===== config.mk =====
export PLATFORM = sky130hd
export DESIGN_NAME = snake_input_ctrl
export DESIGN_NICKNAME = d
export VERILOG_FILES = /design/src/rtl/snake_input_ctrl.sv
export SDC_FILE = /design/constraint.sdc
export NUM_CORES = 1
export LEC_CHECK = 0
export ABC_AREA = 1
export CORE_ASPECT_RATIO = 1.4
export CORE_MARGIN = 2
export CORE_UTILIZATION = 35
export DETAILED_ROUTE_END_ITERATION = 7
export DONT_BUFFER_PORTS = 1
export GPL_TIMING_DRIVEN = 0
export PLACE_DENSITY = 0.53
export SYNTH_ARGS = -nofsm -noshare
export SYNTH_HDL_FRONTEND = slang
export SYNTH_SLANG_ARGS = --single-unit
export TNS_END_PERCENT = 10

===== constraint.sdc =====
create_clock -name clk -period 2.5 [get_ports clk]
set_input_delay 0.375 -clock clk [delete_from_list [all_inputs] [get_ports clk]]
set_output_delay 0.375 -clock clk [all_outputs]
set_load 0.005 [all_outputs]

===== src/rtl/snake_input_ctrl.sv =====
// snake_input_ctrl: turns PS/2 set-2 scan-code bytes into snake game controls.
//   A prefix FSM (E0 extended, F0 break) decodes make codes from the arrow
//   keys and WASD into directions. Valid turns wait in a small FIFO, and each
//   accepted game tick pops one of them. Esc toggles pause and Space restarts.
// Ports:
//   clk, rst       - rising-edge clock, synchronous active-high reset
//   key_pressed    - one-cycle strobe, new byte on last_pressed
//   last_pressed   - scan-code byte
//   tick           - one-cycle game-step request
//   dir            - current direction (00 up, 01 right, 10 down, 11 left)
//   step           - one-cycle pulse the cycle after an accepted tick
//   paused         - pause state
//   restart        - one-cycle pulse the cycle after a Space make
//   q_count        - number of queued direction entries
module snake_input_ctrl #(
  parameter int unsigned QDEPTH = 4
) (
  input  logic                      clk,
  input  logic                      rst,
  input  logic                      key_pressed,
  input  logic [7:0]                last_pressed,
  input  logic                      tick,
  output logic [1:0]                dir,
  output logic                      step,
  output logic                      paused,
  output logic                      restart,
  output logic [$clog2(QDEPTH):0]   q_count
);

  localparam int unsigned PW = (QDEPTH > 1) ? $clog2(QDEPTH) : 1;
  localparam int unsigned CW = $clog2(QDEPTH) + 1;

  localparam logic [1:0] DIR_UP    = 2'b00;
  localparam logic [1:0] DIR_RIGHT = 2'b01;
  localparam logic [1:0] DIR_DOWN  = 2'b10;
  localparam logic [1:0] DIR_LEFT  = 2'b11;

  typedef enum logic [1:0] {
    S_IDLE    = 2'd0,
    S_EXT     = 2'd1,
    S_BRK     = 2'd2,
    S_EXT_BRK = 2'd3
  } state_t;

  state_t        state;
  state_t        state_nxt;
  logic [1:0]    mem [QDEPTH];
  logic [PW-1:0] rd_ptr;
  logic [PW-1:0] wr_ptr;

  logic          dir_vld;
  logic [1:0]    dir_key;
  logic          esc_make;
  logic          space_make;
  logic [1:0]    last_dir;
  logic          tick_acc;
  logic          pop;
  logic          push;

  // Prefix decoder: next state and the make-code actions for this byte
  always_comb begin
    state_nxt  = state;
    dir_vld    = 1'b0;
    dir_key    = DIR_UP;
    esc_make   = 1'b0;
    space_make = 1'b0;
    if (key_pressed) begin
      state_nxt = S_IDLE;
      unique case (state)
        S_IDLE: begin
          if (last_pressed == 8'hE0) begin
            state_nxt = S_EXT;
          end else if (last_pressed == 8'hF0) begin
            state_nxt = S_BRK;
          end else begin
            unique case (last_pressed)
              8'h1D:   begin dir_vld = 1'b1; dir_key = DIR_UP;    end
              8'h23:   begin dir_vld = 1'b1; dir_key = DIR_RIGHT; end
              8'h1B:   begin dir_vld = 1'b1; dir_key = DIR_DOWN;  end
              8'h1C:   begin dir_vld = 1'b1; dir_key = DIR_LEFT;  end
              8'h76:   esc_make   = 1'b1;
              8'h29:   space_make = 1'b1;
              default: ;
            endcase
          end
        end
        S_EXT: begin
          if (last_pressed == 8'hF0) begin
            state_nxt = S_EXT_BRK;
          end else if (last_pressed == 8'hE0) begin
            state_nxt = S_EXT;
          end else begin
            unique case (last_pressed)
              8'h75:   begin dir_vld = 1'b1; dir_key = DIR_UP;    end
              8'h74:   begin dir_vld = 1'b1; dir_key = DIR_RIGHT; end
              8'h72:   begin dir_vld = 1'b1; dir_key = DIR_DOWN;  end
              8'h6B:   begin dir_vld = 1'b1; dir_key = DIR_LEFT;  end
              default: ;
            endcase
          end
        end
        S_BRK: begin
          // Released keys are discarded. E0 after F0 still means an extended break.
          if (last_pressed == 8'hE0) state_nxt = S_EXT_BRK;
        end
        default: ;
      endcase
    end
  end

  // New turns are checked against the newest queued turn, or against dir when the queue is empty
  always_comb begin
    last_dir = dir;
    if (q_count != '0) last_dir = mem[wr_ptr - PW'(1)];
  end

  assign tick_acc = tick && !paused && !space_make;
  assign pop      = tick_acc && (q_count != '0);
  assign push     = dir_vld && !paused && (q_count != CW'(QDEPTH)) &&
                    (dir_key != last_dir) && (dir_key != (last_dir ^ 2'b10));

  // FSM, queue and output registers
  always_ff @(posedge clk) begin
    if (rst) begin
      state   <= S_IDLE;
      dir     <= DIR_RIGHT;
      step    <= 1'b0;
      paused  <= 1'b0;
      restart <= 1'b0;
      rd_ptr  <= '0;
      wr_ptr  <= '0;
      q_count <= '0;
    end else begin
      state   <= state_nxt;
      step    <= tick_acc;
      restart <= space_make;
      if (space_make) begin
        dir     <= DIR_RIGHT;
        paused  <= 1'b0;
        rd_ptr  <= '0;
        wr_ptr  <= '0;
        q_count <= '0;
      end else begin
        if (esc_make) paused <= ~paused;
        if (pop) begin
          dir    <= mem[rd_ptr];
          rd_ptr <= rd_ptr + PW'(1);
        end
        if (push) begin
          mem[wr_ptr] <= dir_key;
          wr_ptr      <= wr_ptr + PW'(1);
        end
        unique case ({push, pop})
          2'b10:   q_count <= q_count + CW'(1);
          2'b01:   q_count <= q_count - CW'(1);
          default: ;
        endcase
      end
    end
  end

endmodule


; ---- Word-level counts from Yosys, hierarchy flattened
; Memory sizes are Yosys's and may differ from the RTL's. A register that Yosys moved wholly into a read port is not among the register bits.
; Cells that the tools add are included.
[classes]
eq_ne = 19
add_sub_neg = 5
bitwise_logic = 2
n_reduce_logical = 15
n_mux = 38
[ops]
columns = operator, n
row1 = "8-bit by 7-bit equality test with 1-bit output, second input constant", 5
row2 = "8-bit by 5-bit equality test with 1-bit output, second input constant", 3
row3 = 1-bit two-way mux, 22
row4 = 2-bit two-way mux, 10
row5 = 2-bit one-hot mux with 3 select lines, 3
row6 = "8-bit by 6-bit equality test with 1-bit output, second input constant", 2
row7 = "8-bit equality test, second input constant", 2
row8 = 4-bit OR reduction, 2
row9 = 1-bit logical AND, 7
row10 = 3-bit one-hot mux with 2 select lines, 1
row11 = "2-bit by 1-bit adder with 2-bit output, second input constant", 2
row12 = "2-bit by 1-bit equality test with 1-bit output, second input constant", 2
row13 = "2-bit equality test, second input constant", 2
row14 = 2-bit != test, 2
row15 = 2-bit one-hot mux with 2 select lines, 1
row16 = "3-bit by 1-bit adder with 3-bit output, second input constant", 1
row17 = "3-bit != test, second input constant", 1
row18 = 3-bit nonzero test, 1
row19 = "3-bit by 1-bit subtractor with 3-bit output, second input constant", 1
row20 = 1-bit logical NOT, 2
row21 = 2-bit logical NOT, 1
row22 = 1-bit inverter, 2
row23 = 1-bit one-hot mux with 2 select lines, 1
row24 = 2-bit nonzero test, 1
row25 = 2 further kinds, 2
[word_totals]
ff_bits = 12
ram_bits = 8
in_bits = 12
output_inout_bits = 8
n_memories = 1
wordCells = 87
[mem_list]
columns = name, words, word_bits, rd, rd_clocked_by_memory_dff, wr, line_no
row1 = mem, 4, 2, 2, 1, 1, 47  ; logic [1:0] mem [QDEPTH];

; ---- Depth between registers and ports, before layout
[logic_depth]
word_depth = 15
ltp_mapped = 18
ltp_nobuf = 18

; ---- Worst setup path after synthesis
; OpenSTA, ideal clock, no wires.
[synth_path]
kind = flip-flop to flip-flop
startpoint = register wr_ptr[0]
endpoint = register q_count[2]
path_buffers = 0
synth_period_minus_slack_ns = 2.432
stages_incl_launch_ff = 19
required_ns = 2.384
setup_slack_ns = 0.068
t_arrival_ns = 2.317
setup_time_ns = 0.116
path_cell_list = dfxtp_1 > inv_2 > ha_1 > inv_1 > nand3_1 > nand2_1 > nand2_1 > o21ai_4 > inv_1 > nand2_2 > nand2_4 > nand2_1 > ha_1 > inv_1 > fa_1 > a21oi_1 > o21ai_0 > xor2_1 > nor2_1
[synth_via]
elab_chain_cells = 8
word_cells_on_any_way = 12
cone_classes = add/sub: 1 / eq/ne: 4 / mux: 2 / bitwise: 1 / reduce/logical: 3 / memory: 1
[synth_rtl]
columns = element, line_no
row1 = from (decl), 49  ; logic [PW-1:0] wr_ptr;
row2 = from (signal assigned), 151  ; wr_ptr <= wr_ptr + PW'(1);
row3 = 2-bit by 1-bit subtractor with 2-bit output *, 114  ; if (q_count != '0) last_dir = mem[wr_ptr - PW'(1)];
row4 = memory 4 x 2 bit *, --
row5 = 2-bit two-way mux *, 114
row6 = 2-bit != test or 1-bit inverter (tied branches), --
row7 = 1-bit logical AND or 2-bit != test (tied branches), "119, 120"
row8 = 1-bit logical AND *, 120  ; (dir_key != last_dir) && (dir_key != (last_dir ^ 2'b10));
row9 = 2-bit by 1-bit equality test with 1-bit output or 2-bit equality test (tied branches), 153  ; unique case ({push, pop})
row10 = 3-bit one-hot mux with 2 select lines or 2-bit nonzero test (tied branches), --
row11 = to (signal assigned), 154  ; 2'b10: q_count <= q_count + CW'(1);
row12 = to (signal assigned), 155  ; 2'b01: q_count <= q_count - CW'(1);
row13 = to (decl), 27  ; output logic [$clog2(QDEPTH):0] q_count
; Mark *: on every way between the ends. The rest lies on a longest branch, timed or not.
; A chain may end at the register's enable or synchronous reset.

; ---- Worst setup path in the final report
; Ends and elaborated chain as after synthesis.

==> results.yml <==
floorplan:
  row_count: 27
  dieArea_um2: 4601
  initial_core_util_pct: 36.33
  die_y_um: 79.47
  pin_count: 20
  core_um2: 3919
  die_w_um: 57.91
place:
  dp_hpwl_um: 2212
  dp_slack_ns: -0.2441
  placed_area_um2: 1478
  port_buffers: 0
  gp_congestion: 0.7665
drt:
  dr.pass1.iters: 4
  drt-initial-drc-count: 36
  viasPerCell: 4.650
  ant_nets: 0
  routed_wirelength_um: 2675
  vias: 1144
  wire_per_inst_um: 10.87
  post-route-drc-count: 0
cells_and_area:
  postLayoutCellArea_um2: 1582
  area_delta_synth_final_pct: 11.07
  nets: 222
  final_cell_mix: "37 x nand2_1, 32 x nor2_1, 25 x inv_1"
  drive_gt1_share_pct: 23.65
  diodes: 0
  mostFrequentLayoutCell: "nand2_1"
sta:
  drv_slew: 0
  rsz0062_at_grt: "no"
  post-route-period-util_pct: 92.45
  fmax_ghz: 0.4327
  worst_slack_ns: 0.1887
  period_minus_slack_ns: 2.311
  setup_viol: 0
  worstMarginPinSlew_ns: 0.3115
  fin_worst_skew_ns: 0.006066
  finalHoldViolations: 0
  slew_headroom_pct: 79.17
synthesis:
  syn_area_um2: 1424
  synth_edf_count: 8
  synth_seq_cells: 22
  ys_warn_count: 0
  synth_seq_area_share_pct: 36.56
  synth_fp_nets: 215
  synthArstFlopShare_pct: 0
  syn_area_per_cell_um2: 7.228
  yosysUniqueCellTypes: 30
  yosysTopAreaCell: "dfxtp_1"
  synthCells: 197
  synth_top_cell_area_share_pct: 19.68
  synth_flop_cell: "dfxtp_1"
  yosys-top-cells-area: "dfxtp_1 20%, edfxtp_1 17%, nand2_1 10%, nor2_1 8.4%, inv_1 7.4%"
pwr:
  p_leak_nw: 0.6324
  peakVddDrop_mv: 0.3310
  power_per_cell_area_nw_per_um2: 419.3
worst_setup_path:
  worst-setup-path-type: "reg2reg"
  rrSetupSlack_ns: 0.19
  cp_max_fo: 4
  required_ns: 2.65
  crit_arrival_ns: 2.46
  cp-start-kind: "flop"
  cp-end-kind: "flop"
run_status:
  status: "finished, final reports clean"
clock_network:
  h-tree-depth: 1
  cts.clk_slew.worst_paths_ns: 0.08
  clock-root-buffer: "clkbuf_8"
  clkLatencyLatePin_ns: 0.25
  ctsHoldBuffers: 0
  tritoncts: "yes"
  cts_made_buffers: 3
  clk_path_buf_depth: 2
  cts.sinks: 22
global_routing:
  grt_first_pass_wirelength_um: 4698
  grt_usage_pct: 12.87
  gr-total-overflow: 0
  grt_max_degree: 13
  antenna_found_initial: 0
  grt_pass1_vias: 1089
min_path:
  hp-class: "in2reg"
flow_run:
  max-cap-violations: 0
## report_power, final
part	internal, mW	total (mW)	leakage (nW)	switching [mW]
registers	0.370	0.372	0.171	0.00210
logic	0.0158	0.0471	0.433	0.0313
clock network	0.140	0.244	0.0288	0.105
total	0.525	0.663	0.632	0.138
## synthesized netlist by cell type, types with 4 or more instances
cell type  instances
o21ai_0            5
nor2_2             9
nand2_2            5
inv_2              7
nor3_1             4
edfxtp_1           8
a21oi_1            6
nand3_1           14
inv_1             28
nor2_1            32
ha_1               5
dfxtp_1           14
nand2_1           39
## what timing repair did
item | in CTS | in global routing
pin swaps | 1 | 4
resized for setup | 5 | 9
endpoints found under the setup margin | 2 | 1
buffers inserted | 1 | 1
## metrics by stage
| stage | cells | power [mW] | TNS, ns | utilization (%) | hold slack (ns) |
|---|---|---|---|---|---|
| 6_report | 246 | 0.6631 | 0 | 40.36 | 0.1801 |
| 5_1_grt | 246 | 0.6966 | 0 | 40.36 | 0.1713 |
| 4_1_cts | 245 | 0.6694 | 0 | 39.75 | 0.1753 |
| 3_5_place_dp | 240 | 0.4266 | -0.3190 | 37.71 | 0.4502 |
| 3_3_place_gp | 240 | 0.4269 | -0.2587 | 37.71 | 0.4505 |
| 2_1_floorplan | 197 | 0.4184 | 0 | - | 0.4474 |
## path summary, 6_finish.rpt
path | endpoint | startpoint | depth (start not counted)
max | q_count[2] | wr_ptr[0] | 18
min | restart | rst | 1
max reg2reg | q_count[2] | wr_ptr[0] | 18
min reg2reg | rd_ptr[1] | rd_ptr[1] | 2
## logic make-up after synthesis
kind of cell / count (synthesis) / synth area share [%]
compound gates: 20 / 9.315
xor+xnor: 2 / 1.230
fa+ha+maj: 6 / 5.800
buf+inv: 35 / 9.227
flops: 22 / 36.56
simple gates: 112 / 37.87
## flip-flops by register name (all words and copies together), names as in the netlist
signal / flops
restart: 1
dir: 2
step: 1
q_count: 3
state: 2
mem: 8
rd_ptr: 2
wr_ptr: 2
paused: 1
## per-layer routing
metal / wire length (um) / vias to the layer above / track usage, %
met5: 0 / - / 0
met4: 42 / 0 / 4.186
met3: 50 / 4 / 1.783
met2: 1447 / 15 / 24.20
met1: 1136 / 487 / 14.46
li1: - / 638 / -
## cell type report
| cell class | count | area (um^2) |
|---|---|---|
| clock buffer | 4 | 55.05 |
| tap | 43 | 53.80 |
| sequential | 22 | 525.5 |
| fill | 417 | 2337 |
| timing repair buffer | 2 | 15.01 |
| multi-input combinational | 140 | 798.3 |
| inverter | 35 | 133.9 |
## critical path, cell delays in order, from the launching register on
cell	delay, ns
dfxtp_4	0.37
inv_4	0.05
ha_4	0.24
inv_2	0.05
nand3_1	0.06
nand2_1	0.09
nand2_2	0.06
o21ai_4	0.07
inv_1	0.06
nand2_2	0.08
nand2_4	0.06
nand2_2	0.05
ha_2	0.16
inv_2	0.05
fa_2	0.36
a21oi_2	0.11
o21ai_1	0.08
xor2_1	0.13
nor2_1	0.05
Note: power is estimated with default switching activity, not from simulation.
